**config.mk**
```make
export PLATFORM = sky130hd
export DESIGN_NAME = mem_port_arbiter
export DESIGN_NICKNAME = d
export VERILOG_FILES = /design/src/rtl/mem_port_arbiter_pkg.sv /design/src/rtl/mem_port_arbiter_rr_pick.sv /design/src/rtl/mem_port_arbiter.sv
export SDC_FILE = /design/constraint.sdc
export NUM_CORES = 1
export LEC_CHECK = 0
export ABC_AREA = 1
export CAP_MARGIN = 20
export CELL_PAD_IN_SITES_DETAIL_PLACEMENT = 1
export CELL_PAD_IN_SITES_GLOBAL_PLACEMENT = 2
export CORE_MARGIN = 1.5
export CORE_UTILIZATION = 17
export CTS_CLUSTER_DIAMETER = 120
export DETAILED_ROUTE_END_ITERATION = 6
export PLACE_DENSITY_LB_ADDON = 0.1
export SLEW_MARGIN = 25
export SYNTH_ARGS = -nofsm -noshare
export SYNTH_HDL_FRONTEND = slang
export SYNTH_SLANG_ARGS = --single-unit
```
**constraint.sdc**
```tcl
create_clock -name i_clk -period 1.35 [get_ports i_clk]
set_clock_uncertainty 0.05 [all_clocks]
set_input_delay 0.135 -clock i_clk [delete_from_list [all_inputs] [get_ports i_clk]]
set_output_delay 0.135 -clock i_clk [all_outputs]
set_load 0.05 [all_outputs]
```
**src/rtl/mem_port_arbiter_pkg.sv**
```systemverilog
// Shared types and constants for the memory port arbiter.
// Imported by the arbiter top and its winner-pick sub-module.
package mem_port_arbiter_pkg;

  localparam int WORD_WIDTH = 32;

  typedef enum logic [1:0] {
    ARB_IDLE  = 2'd0,
    ARB_ISSUE = 2'd1,
    ARB_WAIT  = 2'd2
  } arb_state_e;

  localparam logic ARB_MODE_FIXED = 1'b0;
  localparam logic ARB_MODE_RR    = 1'b1;

  // Wait counter holds MEM_LAT-1, MEM_LAT is at most 4.
  localparam int CNT_W = 2;

endpackage

```
**src/rtl/mem_port_arbiter_rr_pick.sv**
```systemverilog
// Combinational winner pick: fixed priority or round-robin from ptr+1.
// Fixed mode is the round-robin search anchored at N-1.
module mem_port_arbiter_rr_pick
  import mem_port_arbiter_pkg::*;
#(
  parameter int N  = 3,
  parameter int IW = $clog2(N)
) (
  input  logic [N-1:0]  i_req,
  input  logic [IW-1:0] i_ptr,
  input  logic          i_mode,
  output logic [N-1:0]  o_gnt,
  output logic [IW-1:0] o_idx,
  output logic          o_valid
);

  logic [IW-1:0] w_base;
  logic [IW:0]   w_pos;

  assign w_base = (i_mode == ARB_MODE_RR) ? i_ptr : IW'(N - 1);

  always_comb begin
    o_gnt   = '0;
    o_idx   = '0;
    o_valid = 1'b0;
    w_pos   = '0;
    for (int k = 1; k <= N; k++) begin
      w_pos = {1'b0, w_base} + (IW+1)'(k);
      if (w_pos >= (IW+1)'(N)) begin
        w_pos = w_pos - (IW+1)'(N);
      end
      if (!o_valid && i_req[w_pos[IW-1:0]]) begin
        o_valid               = 1'b1;
        o_idx                 = w_pos[IW-1:0];
        o_gnt[w_pos[IW-1:0]]  = 1'b1;
      end
    end
  end

endmodule

```
**src/rtl/mem_port_arbiter.sv**
```systemverilog
// N-requester arbiter sharing one single-port memory, one access in flight.
// IDLE/ISSUE/WAIT; arbitration in IDLE and in the last WAIT cycle.
module mem_port_arbiter
  import mem_port_arbiter_pkg::*;
#(
  parameter int W       = WORD_WIDTH,
  parameter int N       = 3,
  parameter int MEM_LAT = 1,
  parameter int RR      = 0
) (
  input  logic           i_clk,
  input  logic           i_rst,
  input  logic [N-1:0]   i_req,
  input  logic [N-1:0]   i_we,
  input  logic [N*W-1:0] i_addr,
  input  logic [N*W-1:0] i_wdata,
  output logic [N-1:0]   o_gnt,
  output logic [N-1:0]   o_rvalid,
  output logic [W-1:0]   o_rdata,
  output logic           o_busy,
  output logic           o_mem_en,
  output logic           o_mem_we,
  output logic [W-1:0]   o_mem_addr,
  output logic [W-1:0]   o_mem_wdata,
  input  logic [W-1:0]   i_mem_rdata
);

  localparam int IW = $clog2(N);
  localparam logic MODE =
    (RR != 0) ? ARB_MODE_RR : ARB_MODE_FIXED;
  localparam logic [CNT_W-1:0] CNT_LOAD =
    CNT_W'(MEM_LAT - 1);

  arb_state_e       r_state;
  arb_state_e       w_next;
  logic [CNT_W-1:0] r_cnt;
  logic [IW-1:0]    r_ptr;
  logic [N-1:0]     r_oh;
  logic [N-1:0]     r_rvalid;
  logic             r_we;
  logic [W-1:0]     r_addr;
  logic [W-1:0]     r_wdata;
  logic [W-1:0]     r_rdata;

  logic [N-1:0]     w_win_oh;
  logic [IW-1:0]    w_win_idx;
  logic             w_win_valid;
  logic             w_last;
  logic             w_arb;
  logic             w_take;
  logic             w_issue;

  mem_port_arbiter_rr_pick #(
    .N  (N),
    .IW (IW)
  ) u_pick (
    .i_req   (i_req),
    .i_ptr   (r_ptr),
    .i_mode  (MODE),
    .o_gnt   (w_win_oh),
    .o_idx   (w_win_idx),
    .o_valid (w_win_valid)
  );

  assign w_issue = (r_state == ARB_ISSUE);
  assign w_last  = (r_state == ARB_WAIT) && (r_cnt == '0);
  assign w_arb   = (r_state == ARB_IDLE) || w_last;
  assign w_take  = w_arb && w_win_valid;

  always_comb begin
    w_next = r_state;
    unique case (r_state)
      ARB_IDLE: begin
        if (w_win_valid) w_next = ARB_ISSUE;
      end
      ARB_ISSUE: w_next = ARB_WAIT;
      ARB_WAIT: begin
        if (w_last) begin
          w_next = w_win_valid ? ARB_ISSUE : ARB_IDLE;
        end
      end
      default: w_next = ARB_IDLE;
    endcase
  end

  always_ff @(posedge i_clk) begin
    if (i_rst) begin
      r_state  <= ARB_IDLE;
      r_cnt    <= '0;
      r_ptr    <= IW'(N - 1);
      r_oh     <= '0;
      r_rvalid <= '0;
      r_we     <= 1'b0;
      r_addr   <= '0;
      r_wdata  <= '0;
      r_rdata  <= '0;
    end else begin
      r_state  <= w_next;
      r_rvalid <= '0;
      if (w_take) begin
        r_oh    <= w_win_oh;
        r_ptr   <= w_win_idx;
        r_we    <= i_we[w_win_idx];
        r_addr  <= i_addr[w_win_idx*W +: W];
        r_wdata <= i_wdata[w_win_idx*W +: W];
      end
      if (w_issue) begin
        r_cnt <= CNT_LOAD;
      end else if (r_state == ARB_WAIT && r_cnt != '0) begin
        r_cnt <= r_cnt - 1'b1;
      end
      // r_we still names the finishing access here
      if (w_last && !r_we) begin
        r_rvalid <= r_oh;
        r_rdata  <= i_mem_rdata;
      end
    end
  end

  assign o_gnt       = w_issue ? r_oh : '0;
  assign o_rvalid    = r_rvalid;
  assign o_rdata     = r_rdata;
  assign o_busy      = (r_state != ARB_IDLE);
  assign o_mem_en    = w_issue;
  assign o_mem_we    = w_issue && r_we;
  assign o_mem_addr  = r_addr;
  assign o_mem_wdata = r_wdata;

endmodule

```
==> metrics.cfg, run 1 <==
[outcome]
status = finished, violations left
violations = negative setup slack

[cts]
cts.clk_slew.worst_paths_ns = 0.09
htree_levels = 3
tritoncts = done
cts-hold-fix-buffers = 0
cts-buffers-inserted = 9
clock_latency_ns = 0.38
cts_sinks = 107
cts.path.max_buffers = 2
cts_root_buffer = clkbuf_16

[logic_synthesis]
ys_warn_count = 0
yosysTopAreaCell = dfxtp_1
synth_area_mm2 = 0.006575
synth_area_leaders = dfxtp_1, nand2_1, nor2_1
yosysSeqAreaShare_pct = 32.58
synth_ff_type = dfxtp_1
synth-seq-cells = 107
netlist_instances = 1177
synth_fp_nets = 1410
yosysTopAreaCellShare_pct = 32.58
synthArstFlopShare_pct = 0
synth_edf_count = 0
ys_types = 20
avgSynthCellArea_um2 = 5.586

[job]
cap_violations = 0

[min_path]
hp-class = input port to register
hp-start = i_mem_rdata[15]

[grt]
grt_max_degree = 47
grt_pass1_wl_mm = 48.97
grt_pass1_vias = 8297
grt-ovfl-total = 0
grt_antenna_before_repair = 4
grt_usage_pct = 16.33

[die]
core_mm2 = 0.03784
die_h_um = 199.7
die_w_um = 199.7
rows = 71
floorplan.initialDensity_pct = 17.37
die-area_mm2 = 0.03987
io_pins = 337

[cells_and_area]
final_cell_count_no_fill = 2022
n_fill_cell = 4611
nets = 1735
syn2layout_area_growth_pct = 95.43
final_common_cell = nand2_1
postLayoutCellArea_mm2 = 0.01285
layout_common_cells = nand2_1, nor2_1, clkdlybuf4s50_1, inv_1, nand3_1
layout-drive-gt1-share_pct = 17.12

[drt]
ant_nets = 0
viasPerCell = 3.953
top_layer = met4
wl_met3_mm = 1.862
num_vias = 7993
drc = 0
routed_wl_mm = 32.38
wl_met1_mm = 14.59
first_pass_iters = 4
wl_per_cell_um = 16.02
wl_met2_mm = 15.49
drt_iter0_drc = 223

[placed_design]
place_area_mm2 = 0.01181
dpl.hpwl_mm = 23.55
place.gp.congestion = 0.7254
dp_cells = 1990
io_buffers = 336

[critical_path]
worst_setup_path_start_kind = register
critPathMaxFanout = 27
critical_path_class = register to register
rr_startpoint = r_cnt[1]
endpoint_kind = register
crit_start = r_cnt[1]
required_ns = 1.57
crit_arrival_ns = 1.73

[timing]
timing.final.crit_share_pct = 111.4
fmax_mhz = 665.2
final.setup.worst_slack_ns = -0.1534
worst_pin_slew_ns = 0.2797
hold_viol_final = 0
slew-limit-headroom_pct = 81.36
rsz0062_at_grt = yes
period_needed_ns = 1.503
setup_viol = 108
final_max_slew_viol_count = 0
whs_ns = 0.2976

[power]
ir_drop_uv = 493.3
power.density_mw_per_mm2 = 890.4
total_power_mw = 11.44
p_leak_nw = 6.126

-- Yosys cell counts, types with 2 or more instances --
cell type and n:
buf_1 5, o21ai_0 32, inv_2 3, dfxtp_1 107
a21oi_1 6, nor2_1 268, nand3_1 197, clkbuf_1 25
buf_2 44, inv_1 204, buf_4 5, or2_2 2
nand2_1 272
-- worst max-delay path, stage by stage (launching register included) --
cell and delay [ns]:
dfxtp_2 0.33, inv_2 0.06, ha_4 0.14, inv_2 0.04, a21oi_4 0.14, buf_8 0.16
buf_12 0.19, nand3_1 0.10, nor2_1 0.11, nor2_1 0.05
-- worst paths after layout --
| path | to | slack [ns] | cells past startpoint |
|---|---|---|---|
| worst max-delay path | o_mem_wdata[0] | -0.15 | 9 |
| worst min-delay path | o_rdata[15] | 0.30 | 3 |
| worst max register to register | o_mem_wdata[0] | -0.15 | 9 |
| worst min register to register | r_oh[0] | 0.41 | 2 |
-- routing by layer --
layer	vias to the layer above	track usage (%)
met4	0	4.456
li1	4167	-
met5	-	0
met1	3631	20.30
met2	178	27.83
met3	17	4.068
-- stage by stage --
stage	TNS, ns	worst slack (ns)	utilization, %
floorplan	-0.1387	-0.03466	-
CTS	-11.74	-0.1843	33.64
detailed placement	-32.74	-0.4598	31.21
global placement	-29.62	-0.4519	31.21
global route	-21.99	-0.2913	33.94
finish	-10.78	-0.1534	33.95
-- sequential cells by signal, summed over array words and instances (netlist names) --
register,count
r_state,2
o_rdata,32
o_mem_addr,32
r_cnt,2
r_oh,3
r_we,1
o_rvalid,3
o_mem_wdata,32
-- cell families (layout without fill, tap and decap cells) --
family                   count (synthesis)  count (layout)  share of synthesized area [%]
AO/OA/AOI/OAI                           40              40                          3.254
AND/OR/NAND/NOR                        742             742                          46.36
adder cells (fa/ha/maj)                  1               1                         0.1903
other                                    0               4                              0
buffers and inverters                  287             617                          17.62
flip-flops                             107             107                          32.58
-- timing repair --
item	CTS	global route
pin swaps	5	5
gates resized for setup	152	12
endpoints found under the setup margin	110	110
setup buffers	3	3
gates cloned	6	1
endpoints found under the hold margin	0	0
-- area by class of cell --
| type | instances | area, um^2 | area share, % |
|---|---|---|---|
| timing repair buffer | 394 | 5234 | 40.73 |
| multi-input combinational | 783 | 3690 | 28.71 |
| sequential | 107 | 2152 | 16.75 |
| inverter | 207 | 809.5 | 6.300 |
| tap | 511 | 639.4 | 4.976 |
| clock buffer | 9 | 225.2 | 1.753 |
| clock inverter | 7 | 90.09 | 0.7011 |
| antenna | 4 | 10.01 | 0.07790 |
-- power by group --
part,switching [mW],internal (mW),total (mW)
clock,1.50,1.50,3.00
sequential,0.308,3.43,3.73
combinational,2.39,2.32,4.71
(Power assumes the default switching activity.)
==> run 2: changes to the inputs <==
--- a/config.mk
+++ b/config.mk
@@ -9,12 +9,11 @@
 export CAP_MARGIN = 20
 export CELL_PAD_IN_SITES_DETAIL_PLACEMENT = 1
 export CELL_PAD_IN_SITES_GLOBAL_PLACEMENT = 2
-export CORE_MARGIN = 1.5
 export CORE_UTILIZATION = 17
 export CTS_CLUSTER_DIAMETER = 120
 export DETAILED_ROUTE_END_ITERATION = 6
 export PLACE_DENSITY_LB_ADDON = 0.1
-export SLEW_MARGIN = 25
+export SLEW_MARGIN = 15
 export SYNTH_ARGS = -nofsm -noshare
 export SYNTH_HDL_FRONTEND = slang
 export SYNTH_SLANG_ARGS = --single-unit
==> run 2 against run 1 <==
Setup slack got worse by 0.072 ns. Sequential share of layout area decreased by 0.086 points. First-iteration DRC count decreased by 11%. The run still ends with negative setup slack left. Power is 0.67% lower. Global-route usage down 0.071 points. Largest power group unchanged. Highest routed layer is now met5. Cell area up 0.28%.
==> metrics.cfg, run 2 (synthesis gave the netlist of run 1 again) <==
[critical_path]
critPathSlowestCell = dfxtp_2
crit_arrival_ns = 1.85  ; +0.12 ns
r2r_slack_ns = -0.23  ; -0.07 ns
required_ns = 1.62  ; +0.05 ns
ff2ff_path_depth = 10  ; +1
crit_chain = inv_2 > ha_4 > inv_4 > a21oi_4 > buf_12 > nand2_4 > clkbuf_16 > nand2_1 > nand2_1 > nor2_1
critical_path_class = register to register
worst_setup_path_start_kind = register
critPathMaxFanout = 8  ; -70%
cpMostUsedCell = nand2_1
max_stage_delay_ns = 0.32  ; about the same
endpoint_kind = register
rr_startpoint = r_cnt[0]
timing.rr.end = o_mem_addr[12]

[timing]
fmax_mhz = 634.8  ; -4.6%
timing.final.crit_share_pct = 116.7  ; +5.3 points
slew-limit-headroom_pct = 66.12  ; -15 points
rsz0062_at_grt = yes
hold_viol_final = 0  ; unchanged
setup_viol = 90  ; -17%
period_needed_ns = 1.575  ; +0.07179 ns
worst_pin_slew_ns = 0.5082  ; +0.2285 ns
final.setup.worst_slack_ns = -0.2252  ; -0.07179 ns
final_max_slew_viol_count = 0  ; unchanged

[outcome]
violations = negative setup slack
status = finished, violations left

[power]
power.density_mw_per_mm2 = 882.0  ; -0.95%
clock_power_share_pct = 25.1  ; -1.1 points
p_int_mw = 7.149  ; -1.3%
power_frac_seq_pct = 32.7  ; about the same
ir_drop_uv = 479.5  ; -2.8%
p_leak_nw = 6.165  ; +0.64%
p_comb_share_pct = 42.2  ; +1.1 points
switching_share_pct = 37.10  ; +0.40 points
switchingPower_mw = 4.217  ; +0.43%

[cts]
cts.path.max_buffers = 2  ; unchanged
cts_sinks = 107  ; unchanged
clock_latency_ns = 0.38  ; about the same
cts_root_buffer = clkbuf_16
cts.clk_slew.worst_paths_ns = 0.09  ; about the same
htree_levels = 3  ; unchanged
tritoncts = done
cts-buffers-inserted = 9  ; unchanged

[min_path]
holdPathEnd = r_oh[1]
min_path_cells = 4  ; +1
hp-class = input port to register
hp-start = i_req[1]

[grt]
grt_usage_pct = 16.26  ; -0.071 points
grt_max_degree = 37  ; -21%
grt_pass1_wl_mm = 48.24  ; -1.5%
grt_antenna_before_repair = 3  ; -1
grt-ovfl-total = 0  ; unchanged
grt_pass1_vias = 8267  ; -0.36%

[die]
die_h_um = 198.7  ; -0.50%
floorplan.initialDensity_pct = 17.37  ; unchanged
core_mm2 = 0.03784  ; unchanged
io_pins = 337  ; unchanged
die-area_mm2 = 0.03947  ; -1.0%
rows = 71  ; unchanged
die_w_um = 198.7  ; -0.50%

[cells_and_area]
layout-drive-gt1-share_pct = 18.08  ; +0.96 points
syn2layout_area_growth_pct = 95.98
register_area_mm2 = 0.002147  ; -0.23%
n_fill_cell = 4666  ; +1.2%
nets = 1749  ; +0.81%
postLayoutCoreUtil_pct = 34.05  ; +0.096 points
layout_common_cells = nor2_1, nand2_1, clkdlybuf4s50_1, inv_1, nand3_1
final_common_cell = nor2_1
multi_input_area_mm2 = 0.003591  ; -2.7%
final_cell_count_no_fill = 2035  ; +0.64%

[drt]
wl_per_cell_um = 16.19  ; +1.1%
drt_iter0_drc = 198  ; -11%
num_vias = 8042  ; +0.61%
viasPerCell = 3.952  ; about the same
ant_nets = 0  ; unchanged
routed_wl_mm = 32.94  ; +1.7%
drc = 0  ; unchanged
first_pass_iters = 4  ; unchanged

[placed_design]
dpl.hpwl_mm = 24.14  ; +2.5%
place.gp.congestion = 0.7150  ; -1.4%
io_buffers = 336  ; unchanged
dp_cells = 2000  ; +0.50%

[job]
cap_violations = 0  ; unchanged

## run 2: cell types whose count changed in the layout (fill, tap and decap cells not counted), moves of 6 or more
cell,delta
nor2_4,-29
nor2_1,+24
nand2_1,-24
clkbuf_16,+6
nand2_2,+19
nand2_4,+6
## run 2: area by class of cell
cell class | count | share of cell area (%)
multi-input combinational | 784 | 27.87
sequential | 107 | 16.66
clock buffer | 10 | 1.855
tap | 511 | 4.962
antenna | 3 | 0.05826
timing repair buffer | 407 | 42.04
inverter | 207 | 6.137
clock inverter | 6 | 0.4175
## run 2: per-stage QoR
step	power, mW	hold slack (ns)	TNS, ns	setup WS [ns]	area [um^2]
after detailed placement	8.331	0.4132	-26.01	-0.4098	11960
after global placement	8.308	0.4034	-23.92	-0.3694	11960
after CTS	11.35	0.2317	-11.86	-0.1945	12350
after global routing	12.06	0.2413	-21.99	-0.2954	12880
after floorplan	5.788	0.1541	-0.1387	-0.03466	6608
final	11.37	0.2534	-13.73	-0.2252	12890
## run 2: timing repair
item                       in CTS  in global routing
hold buffers                    0                  0
setup endpoints to repair     109                110
gates cloned                    0                 10
pin swaps                       2                 43
buffers inserted                2                  5
resized for setup              24                115
## run 2: metal layers
metal	share of wire, %	routed length (um)	vias to the layer above	GRT usage [%]
li1	-	-	4199	-
met1	46	15130	3648	20.64
met2	47	15510	181	27.09
met3	6.2	2040	12	4.629
met4	0.75	248	2	3.533
met5	0.033	11	-	0
## run 2: power groups by stage
stage          logic, mW  clock network, mW  registers, mW
6_report            4.79               2.86           3.72
2_1_floorplan       1.27                  0           4.51
3_3_place_gp        4.51                  0           3.79
4_1_cts             4.60               3.02           3.72
3_5_place_dp        4.54                  0           3.80
5_1_grt             5.17               3.13           3.76
## run 2: worst max path at each step
stage,startpoint,endpoint,slack (ns),cells after the start
4_1_cts,r_cnt[1],o_mem_wdata[25],-0.19,10
2_1_floorplan,r_state[0],o_gnt[0],-0.03,2
6_report,r_cnt[0],o_mem_addr[12],-0.23,10
5_1_grt,r_cnt[0],o_mem_addr[6],-0.30,10
3_3_place_gp,i_req[0],o_mem_wdata[22],-0.37,8
3_5_place_dp,i_req[0],o_mem_addr[0],-0.41,8
## run 2: worst max-delay path: cells and delay by family, from the launching register on
kind / cells / cell delay [ns]
flip-flops: 1 / 0.32
AO/OA/AOI/OAI: 1 / 0.19
adder cells (fa/ha/maj): 1 / 0.15
AND/OR/NAND/NOR: 4 / 0.32
buffers and inverters: 4 / 0.49
